[config.mk]
export PLATFORM = sky130hd
export DESIGN_NAME = staged_select_controller_flat
export DESIGN_NICKNAME = d
export VERILOG_FILES = /design/src/rtl/ssc_pkg.sv /design/src/rtl/ssc_if.sv /design/src/rtl/ssc_down_timer.sv /design/src/rtl/staged_select_controller.sv /design/src/flat_wrapper.sv
export SDC_FILE = /design/constraint.sdc
export NUM_CORES = 1
export LEC_CHECK = 0
export ABC_AREA = 1
export CORE_MARGIN = 3
export CORE_UTILIZATION = 50
export DETAILED_ROUTE_END_ITERATION = 8
export PLACE_DENSITY = 0.76
export SYNTH_ARGS = -nofsm -noshare
export SYNTH_HDL_FRONTEND = slang
export SYNTH_SLANG_ARGS = --single-unit
[constraint.sdc]
create_clock -name clk -period 3.1 [get_ports clk]
set_input_delay 0.775 -clock clk [delete_from_list [all_inputs] [get_ports clk]]
set_output_delay 0.775 -clock clk [all_outputs]
set_load 0.1 [all_outputs]
[src/rtl/ssc_pkg.sv]
// Shared types and constants for the staged select controller.
package ssc_pkg;

    localparam int SSC_STATE_W = 2;

    // Encoding is visible on the state output, so the values are fixed.
    typedef enum logic [SSC_STATE_W-1:0] {
        IDLE    = 2'd0,
        COLLECT = 2'd1,
        SERVE   = 2'd2,
        DONE    = 2'd3
    } state_t;

endpackage

[src/rtl/ssc_if.sv]
// Front-panel side bundle of the staged select controller.
//
// Signalling contract: there is no valid/ready handshake on this bundle.
// sel and cancel are level inputs sampled on every rising clk edge.
// done and timeout are single-cycle strobes; result is meaningful in the
// cycle done is high and is held afterwards until the next capture or abort.
interface ssc_if
    import ssc_pkg::*;
#(
    parameter int NUM_STAGES = 3,
    parameter int SEL_W      = 2
);
    localparam int IDX_W = $clog2(NUM_STAGES + 1);

    logic [NUM_STAGES*SEL_W-1:0] sel;
    logic                        cancel;
    logic [SSC_STATE_W-1:0]      state;
    logic [IDX_W-1:0]            stage_idx;
    logic [NUM_STAGES*SEL_W-1:0] result;
    logic                        done;
    logic                        timeout;

    // Select decoders drive the request side.
    modport master (
        output sel, cancel,
        input  state, stage_idx, result, done, timeout
    );

    // The controller consumes selects and reports progress.
    modport slave (
        input  sel, cancel,
        output state, stage_idx, result, done, timeout
    );

endinterface

[src/rtl/ssc_down_timer.sv]
// Loadable down counter; expired is high while the count sits at zero.
module ssc_down_timer #(
    parameter int CNT_W    = 4,
    parameter int LOAD_VAL = 7
) (
    input  logic clk,
    input  logic rst,
    input  logic load_i,
    input  logic enable_i,
    output logic expired_o
);

    logic [CNT_W-1:0] cnt_q;
    logic [CNT_W-1:0] cnt_d;

    // Load wins over counting; the count parks at zero.
    always_comb begin
        cnt_d = cnt_q;
        if (load_i) begin
            cnt_d = CNT_W'(LOAD_VAL);
        end else if (enable_i && (cnt_q != '0)) begin
            cnt_d = cnt_q - CNT_W'(1);
        end
    end

    // Count register with synchronous reset.
    always_ff @(posedge clk) begin
        if (rst) begin
            cnt_q <= '0;
        end else begin
            cnt_q <= cnt_d;
        end
    end

    assign expired_o = (cnt_q == '0);

endmodule

[src/rtl/staged_select_controller.sv]
// Sequences ordered select stages, captures each non-zero code, holds a
// fixed SERVE interval and then strobes done with the captured codes.
module staged_select_controller
    import ssc_pkg::*;
#(
    parameter int NUM_STAGES = 3,
    parameter int SEL_W      = 2,
    parameter int TIMEOUT    = 8,
    parameter int SERVE_CYC  = 4
) (
    input  logic clk,
    input  logic rst,
    ssc_if.slave bus
);

    localparam int               IDX_W    = $clog2(NUM_STAGES + 1);
    localparam int               BUS_W    = NUM_STAGES * SEL_W;
    localparam int               IDLE_W   = $clog2(TIMEOUT + 1);
    localparam int               SERVE_W  = $clog2(SERVE_CYC + 1);
    localparam logic [IDX_W-1:0] LAST_IDX = IDX_W'(NUM_STAGES - 1);

    state_t           state_q,     state_d;
    logic [IDX_W-1:0] stage_idx_q, stage_idx_d;
    logic [BUS_W-1:0] result_q,    result_d;
    logic             done_q,      done_d;
    logic             timeout_q,   timeout_d;
    logic             armed_q,     armed_d;

    logic [SEL_W-1:0] sel0;
    logic [SEL_W-1:0] cur_code;
    logic             idle_load, idle_en, idle_expired;
    logic             serve_load, serve_en, serve_expired;

    assign sel0 = bus.sel[SEL_W-1:0];

    // Code presented by the stage currently awaited; later stages are not looked at.
    always_comb begin
        cur_code = '0;
        for (int k = 0; k < NUM_STAGES; k++) begin
            if (stage_idx_q == IDX_W'(k)) begin
                cur_code = bus.sel[k*SEL_W +: SEL_W];
            end
        end
    end

    // Inactivity window while waiting for the next stage.
    ssc_down_timer #(
        .CNT_W    (IDLE_W),
        .LOAD_VAL (TIMEOUT - 1)
    ) u_idle_timer (
        .clk       (clk),
        .rst       (rst),
        .load_i    (idle_load),
        .enable_i  (idle_en),
        .expired_o (idle_expired)
    );

    // Fixed service interval.
    ssc_down_timer #(
        .CNT_W    (SERVE_W),
        .LOAD_VAL (SERVE_CYC - 1)
    ) u_serve_timer (
        .clk       (clk),
        .rst       (rst),
        .load_i    (serve_load),
        .enable_i  (serve_en),
        .expired_o (serve_expired)
    );

    // Next-state, capture and strobe decisions for the sequencing FSM.
    always_comb begin
        state_d     = state_q;
        stage_idx_d = stage_idx_q;
        result_d    = result_q;
        done_d      = 1'b0;
        timeout_d   = 1'b0;
        armed_d     = armed_q;
        idle_load   = 1'b0;
        idle_en     = 1'b0;
        serve_load  = 1'b0;
        serve_en    = 1'b0;

        unique case (state_q)
            IDLE: begin
                // A stage-0 code only starts a transaction after a zero has been seen,
                // so a code held from the previous transaction cannot retrigger.
                if (armed_q && (sel0 != '0)) begin
                    result_d              = '0;
                    result_d[SEL_W-1:0]   = sel0;
                    stage_idx_d           = IDX_W'(1);
                    armed_d               = 1'b0;
                    if (NUM_STAGES == 1) begin
                        state_d    = SERVE;
                        serve_load = 1'b1;
                    end else begin
                        state_d   = COLLECT;
                        idle_load = 1'b1;
                    end
                end else if (sel0 == '0) begin
                    armed_d = 1'b1;
                end
            end

            COLLECT: begin
                if (bus.cancel) begin
                    state_d     = IDLE;
                    stage_idx_d = '0;
                    result_d    = '0;
                end else if (cur_code != '0) begin
                    for (int k = 0; k < NUM_STAGES; k++) begin
                        if (stage_idx_q == IDX_W'(k)) begin
                            result_d[k*SEL_W +: SEL_W] = cur_code;
                        end
                    end
                    stage_idx_d = stage_idx_q + IDX_W'(1);
                    if (stage_idx_q == LAST_IDX) begin
                        state_d    = SERVE;
                        serve_load = 1'b1;
                    end else begin
                        idle_load = 1'b1;
                    end
                end else if (idle_expired) begin
                    state_d     = IDLE;
                    stage_idx_d = '0;
                    result_d    = '0;
                    timeout_d   = 1'b1;
                end else begin
                    idle_en = 1'b1;
                end
            end

            SERVE: begin
                if (serve_expired) begin
                    state_d = DONE;
                    done_d  = 1'b1;
                end else begin
                    serve_en = 1'b1;
                end
            end

            DONE: begin
                state_d     = IDLE;
                stage_idx_d = '0;
            end
        endcase
    end

    // FSM and output registers; reset clears everything including pending strobes.
    always_ff @(posedge clk) begin
        if (rst) begin
            state_q     <= IDLE;
            stage_idx_q <= '0;
            result_q    <= '0;
            done_q      <= 1'b0;
            timeout_q   <= 1'b0;
            armed_q     <= 1'b0;
        end else begin
            state_q     <= state_d;
            stage_idx_q <= stage_idx_d;
            result_q    <= result_d;
            done_q      <= done_d;
            timeout_q   <= timeout_d;
            armed_q     <= armed_d;
        end
    end

    assign bus.state     = state_q;
    assign bus.stage_idx = stage_idx_q;
    assign bus.result    = result_q;
    assign bus.done      = done_q;
    assign bus.timeout   = timeout_q;

endmodule

[src/flat_wrapper.sv]
// flat-port wrapper written by rule: the top's interface ports become plain ports
module staged_select_controller_flat import ssc_pkg::*;
#(
    parameter int NUM_STAGES = 3,
    parameter int SEL_W      = 2,
    parameter int TIMEOUT    = 8,
    parameter int SERVE_CYC  = 4
)
  (clk, rst, bus_sel, bus_cancel, bus_state, bus_stage_idx, bus_result, bus_done, bus_timeout);
  ssc_if #(.NUM_STAGES(NUM_STAGES), .SEL_W(SEL_W)) bus_i ();
  input  logic clk;
  input  logic rst;
  input wire logic [$bits(bus_i.sel)-1:0] bus_sel;
  input wire logic [$bits(bus_i.cancel)-1:0] bus_cancel;
  output wire logic [$bits(bus_i.state)-1:0] bus_state;
  output wire logic [$bits(bus_i.stage_idx)-1:0] bus_stage_idx;
  output wire logic [$bits(bus_i.result)-1:0] bus_result;
  output wire logic [$bits(bus_i.done)-1:0] bus_done;
  output wire logic [$bits(bus_i.timeout)-1:0] bus_timeout;
  assign bus_i.sel = bus_sel;
  assign bus_i.cancel = bus_cancel;
  assign bus_state = bus_i.state;
  assign bus_stage_idx = bus_i.stage_idx;
  assign bus_result = bus_i.result;
  assign bus_done = bus_i.done;
  assign bus_timeout = bus_i.timeout;
  staged_select_controller #(.NUM_STAGES(NUM_STAGES), .SEL_W(SEL_W), .TIMEOUT(TIMEOUT), .SERVE_CYC(SERVE_CYC)) u_core (.clk(clk), .rst(rst), .bus(bus_i));
endmodule
==> results.cfg, run 1 <==
[outcome]
outcome = complete, no violations

[sta]
finalCriticalPeriod_ns = 2.01
grt_setup_unrepaired = false
relSlewSlack_pct = 73.2
fin_crit_sh_pct = 65.0
timing.fmax_mhz = 496
finClkSkew_ns = 0.00610
tightest_slew_ns = 0.401
timing.final.hold_violations = 0
setup_viol = 0
fin_setup_tns_ns = 0
slew_viol_final = 0

[power]
power_density_mw_per_mm2 = 724
irDropWorstVdd_mv = 0.368
total_power_uw = 1040
p_leak_uw = 0.000709

[floorplanning]
core_mm2 = 0.00223
num_io_pins = 21
die_w_um = 54.9
row_count = 17
dieArea_mm2 = 0.00302
initial_core_util_pct = 53.6
die_y_um = 54.9

[cts]
cts-htree-levels = 1
ctsResizeCount = 0
cts_setup_buffers = 0
cts_tree = built
clockBufferDepth = 2
holdBufCountCts = 0
cts_inserted_buffers = 3
clockRootBuffer = clkbuf_4
cts.sinks = 20
clk_latency_ns = 0.32
cts.clk_slew.worst_paths_ns = 0.12

[final_layout]
insertedDiodeCount = 0
area_growth_pct = 20.4
fin_cells = 219
fin_nets = 207
drive_above_1_share_pct = 20.9
fin_util_pct = 64.5

[grt]
grt-ovfl-total = 0
met2_usage_pct = 34.6
grt_pass1_vias = 1021
grt_pass1_wl_mm = 4.11
grt_usage_pct = 18.9
grt.met3_usage_pct = 4.29
grt.busiest_layer = met2
antenna_found_initial = 0
met1_usage_pct = 21.0
grt_max_degree = 13

[yosys]
yosysTopAreaCellShare_pct = 33.4
ys_warn_count = 0
synth_most_common_cell = nand2_1
syn-mean-instance-area_um2 = 7.04
async_flop_share_pct = 0
syn-cell-area_mm2 = 0.00120
synth_flop_cell = dfxtp_1
yosysTopAreaCell = dfxtp_1
yosysUniqueCellTypes = 26
netlist_instances = 170
synth.top_cells.by_count = 31 x nand2_1, 30 x inv_1, 20 x dfxtp_1, 19 x nor2_1, 15 x a21oi_1
synth-seq-area-share_pct = 33.4
yosys-top-cells-area = dfxtp_1 33%, nand2_1 9.7%, inv_1 9.4%, a21oi_1 6.3%, ha_1 6.3%
ys_ff_latch = 20
synth-edff-count = 0
synth_nets = 185

[worst_setup_path]
r2r-start = u_core.bus.stage_idx[0]$_SDFFE_PP0P_
endpoint_kind = output pin
worst_setup_path_start_kind = flip-flop
crit_cells = 1
r2r-end = u_core.u_idle_timer.cnt_q[1]$_SDFFE_PP0P_
critPathTopFamily = flip-flops
cp_max_fo = 9
slowest_delay_ns = 0.56
crit_required_ns = 2.32
regToRegSetupSlack_ns = 1.34
critPathSlowestCell = dfxtp_1
critPathArrivalTime_ns = 1.24
worstPathCellList = buf_4
worst-setup-path-type = reg2out
cp.buffers_inverters = 1
ff2ff_path_depth = 10
crit_end = bus_state[1]

[placement]
hpwl_mm = 1.97
gp_congestion = 0.808
io_buffers = 20
dp.cells = 215

[drt]
vias_per_cell = 5.00
drc = 0
routed-via-count = 1094
drt-initial-drc-count = 20
antenna_left = 0
wirelength_mm = 2.55
firstDrtPassIters = 4
wl_per_cell_um = 11.7

[job]
maxCapViolations = 0

[min_path]
hold_path.class = reg2reg
[worst min path at each step]
stage / startpoint / to / slack [ns] / cells after the start
after detailed placement: u_core.armed_q$_SDFFE_PP0P_ / u_core.armed_q$_SDFFE_PP0P_ / 0.46 / 2
after floorplan: u_core.armed_q$_SDFFE_PP0P_ / u_core.armed_q$_SDFFE_PP0P_ / 0.43 / 2
after global placement: u_core.armed_q$_SDFFE_PP0P_ / u_core.armed_q$_SDFFE_PP0P_ / 0.44 / 2
after CTS: u_core.armed_q$_SDFFE_PP0P_ / u_core.armed_q$_SDFFE_PP0P_ / 0.49 / 2
final: u_core.u_idle_timer.cnt_q[3]$_SDFFE_PP0P_ / u_core.u_idle_timer.cnt_q[3]$_SDFFE_PP0P_ / 0.48 / 2
after global routing: u_core.armed_q$_SDFFE_PP0P_ / u_core.armed_q$_SDFFE_PP0P_ / 0.51 / 2
[per-layer routing]
metal  share of wire, %  routed length [um]
met1                 42                1070
met2                 53                1360
met3                3.3                  85
met4                1.5                  38
met5                  0                   0
[area by class of cell]
cell class	instances	area, um^2
fillers	197	792
well taps	28	35.0
clock buffers	3	22.5
flip-flops and latches	20	400
repair buffers	20	170
multi-input cells	113	656
inverters	34	128
clock inverters	1	30.0
[per-stage QoR]
| step | setup slack [ns] | instance area, um^2 | hold slack [ns] |
|---|---|---|---|
| after floorplan | 0.772 | 1200 | 0.430 |
| after global placement | 0.861 | 1390 | 0.443 |
| after detailed placement | 0.847 | 1390 | 0.461 |
| after CTS | 1.08 | 1440 | 0.486 |
| after global routing | 1.01 | 1440 | 0.506 |
| final | 1.09 | 1440 | 0.481 |
[registers in the layout, summed over array words and instances (netlist names), named ones only]
name / count
u_core.bus.done: 1
u_core.u_serve_timer.cnt_q: 3
u_core.armed_q: 1
u_core.bus.state: 1
u_core.bus.result: 6
u_core.bus.stage_idx: 2
u_core.bus.timeout: 1
u_core.u_idle_timer.cnt_q: 4
[where the power goes]
| group | switching [uW] | internal [uW] | total (uW) | leakage [uW] |
|---|---|---|---|---|
| Clock | 88.5 | 131 | 219 | 0.0000279 |
| Combinational | 374 | 133 | 506 | 0.000518 |
| Sequential | 23.7 | 295 | 318 | 0.000163 |
[cells in the final DEF (no fill, tap or decap)]
cell             Yosys  routed
nor3_4               1       1
inv_2                4       4
inv_1               30      30
nand3_4              1       1
nand2_2              6       6
nor4_1               1       1
nor2_2               2       2
nor2_4               2       2
bufinv_16            0       1
nor2_1              19      19
o21ai_0              3       3
nand2_4              1       1
nand3_2              4       4
nand2_1             31      31
o21ai_1              1       1
o211ai_1             1       1
clkbuf_4             0       3
clkdlybuf4s50_1      0       8
nand3_1             11      11
dfxtp_1             20      20
a21oi_1             15      15
or2_4                2       2
nand4_1              1       1
buf_4                0      12
a21oi_4              1       1
xor2_1               3       3
nor3_1               1       1
ha_1                 6       6
[cell families after synthesis]
kind of cell	share of synthesized area, %
simple gates	36.4
buf+inv	11.8
compound gates	9.93
flops	33.4
fa+ha+maj	6.27
xor+xnor	2.19
No activity file was read; power rests on OpenSTA's default activity.
==> inputs of run 2 (changes only) <==
==> constraint.sdc (replaced) <==
create_clock -name clk -period 2 [get_ports clk]
set_input_delay 0.5 -clock clk [delete_from_list [all_inputs] [get_ports clk]]
set_output_delay 0.5 -clock clk [all_outputs]
set_load 0.1 [all_outputs]
==> results.cfg, run 2 (synthesized netlist as in run 1, its figures left out) <==
[job]
maxCapViolations = 0

[drt]
wirelength_mm = 2.61
wl_per_cell_um = 11.7
vias_per_cell = 4.95
antenna_left = 0
drc = 0
firstDrtPassIters = 4
routed-via-count = 1099
drt-initial-drc-count = 16

[placement]
io_buffers = 20
dpl_cell_area_mm2 = 0.00150
dpl_worst_slack_ns = 0.0773
hpwl_mm = 2.03
dp.cells = 218
gp_congestion = 0.815

[cts]
clk_latency_ns = 0.30
cts_setup_buffers = 0
ctsResizeCount = 0
cts_tree = built
holdBufCountCts = 0
cts.clk_slew.worst_paths_ns = 0.11
cts.sinks = 20
clockBufferDepth = 2
cts_inserted_buffers = 3
cts-htree-levels = 1
clockRootBuffer = clkbuf_4

[power]
p_comb_share_pct = 53.4
p_seq_share_pct = 31.7
power_frac_clock_pct = 14.8
switching_power_uw = 764
p_leak_uw = 0.000739
irDropWorstVdd_mv = 0.709
p_int_uw = 847
p_sw_share_pct = 47.4
power_density_mw_per_mm2 = 1050

[final_layout]
fin_area_mm2 = 0.00154
insertedDiodeCount = 0
drive_above_1_share_pct = 24.2
area_growth_pct = 28.6
fin_cells = 222
layout_commonest_cell = nand2_1
layout.cells.most_common_list = 31 x nand2_1, 30 x inv_1, 19 x nor2_1
fin_nets = 210
largest_reg_flops = 6

[floorplanning]
dieArea_mm2 = 0.00302
row_count = 17
core_mm2 = 0.00223
num_io_pins = 21
die_y_um = 54.9
die_w_um = 54.9
initial_core_util_pct = 53.6

[sta]
slew_viol_final = 0
finClkSkew_ns = 0.00150
fin_crit_sh_pct = 86.0
relSlewSlack_pct = 74.0
tightest_slew_ns = 0.389
fin_setup_tns_ns = 0
setup_viol = 0
timing.hold.ws_ns = 0.467
finalCriticalPeriod_ns = 1.72
timing.final.hold_violations = 0
grt_setup_unrepaired = false
timing.fmax_mhz = 581
fin_ws_ns = 0.280

[worst_setup_path]
cp_max_fo = 7
critPathSlowestCell = dfxtp_2
worst-setup-path-type = reg2reg
critPathArrivalTime_ns = 1.97
slowest_delay_ns = 0.35
worstPathCellList = inv_1 > ha_1 > inv_2 > or2_4 > nand2_2 > nand3_4 > nand2_2 > inv_2 > nand3_1 > nand2_1 > nor2_1
crit_required_ns = 2.25
endpoint_kind = flip-flop
worst_setup_path_start_kind = flip-flop
critPathTopFamily = simple AND/OR/NAND/NOR gates
cp.buffers_inverters = 3
regToRegSetupSlack_ns = 0.28

[grt]
grt_max_degree = 13
grt_pass1_vias = 1009
antenna_found_initial = 0
grt_pass1_wl_mm = 4.17
grt-ovfl-total = 0
grt_usage_pct = 19.3

[outcome]
outcome = complete, no violations

[min_path]
hold_path.class = reg2reg
[run 2: cell count changes in the layout (fill, tap and decap cells not counted)]
cell,delta
dfxtp_1,-4
buf_12,+7
dfxtp_2,+4
buf_4,-4
bufinv_16,-1
clkbuf_8,+1
[run 2: cell type report]
| type | instances | area, um^2 |
|---|---|---|
| clock buffers | 4 | 36.3 |
| fillers | 201 | 693 |
| inverters | 34 | 128 |
| multi-input cells | 113 | 656 |
| flip-flops and latches | 20 | 405 |
| well taps | 28 | 35.0 |
| repair buffers | 23 | 280 |
[run 2: final timing paths]
| path | to | startpoint | depth (start not counted) |
|---|---|---|---|
| worst min register to register | u_core.armed_q$_SDFFE_PP0P_ | u_core.armed_q$_SDFFE_PP0P_ | 2 |
| worst max-delay path | u_core.bus.result[0]$_SDFFE_PP0P_ | u_core.bus.stage_idx[0]$_SDFFE_PP0P_ | 11 |
| worst min-delay path | u_core.armed_q$_SDFFE_PP0P_ | u_core.armed_q$_SDFFE_PP0P_ | 2 |
| worst max register to register | u_core.bus.result[0]$_SDFFE_PP0P_ | u_core.bus.stage_idx[0]$_SDFFE_PP0P_ | 11 |
[run 2: stage by stage]
stage / total power [uW] / utilization (%)
floorplan: 1140 / -
global placement: 1360 / 67.3
detailed placement: 1380 / 67.3
CTS: 1620 / 69.0
global route: 1710 / 69.0
finish: 1610 / 69.0
[run 2: routing by layer]
layer  wire length [um]  up-vias  track usage, %
met5                  0        -               0
met4                 36        0            7.29
met1               1190      503            24.6
li1                   -      575               -
met3                101        4            2.68
met2               1280       17            32.9
[run 2: power groups by stage]
stage               clock network (uW)  logic, uW  registers [uW]
detailed placement                   0        861             518
finish                             239        861             511
global route                       263        928             518
floorplan                            0        348             793
CTS                                242        864             511
global placement                     0        845             516
[run 2: worst reg2reg max path: cells and delay by family, from the launching register on]
| family | cells | cell delay, ns |
|---|---|---|
| adders and majority gates | 1 | 0.24 |
| and+or+nand+nor | 7 | 0.84 |
| buffers and inverters | 3 | 0.24 |
| DFF | 1 | 0.35 |
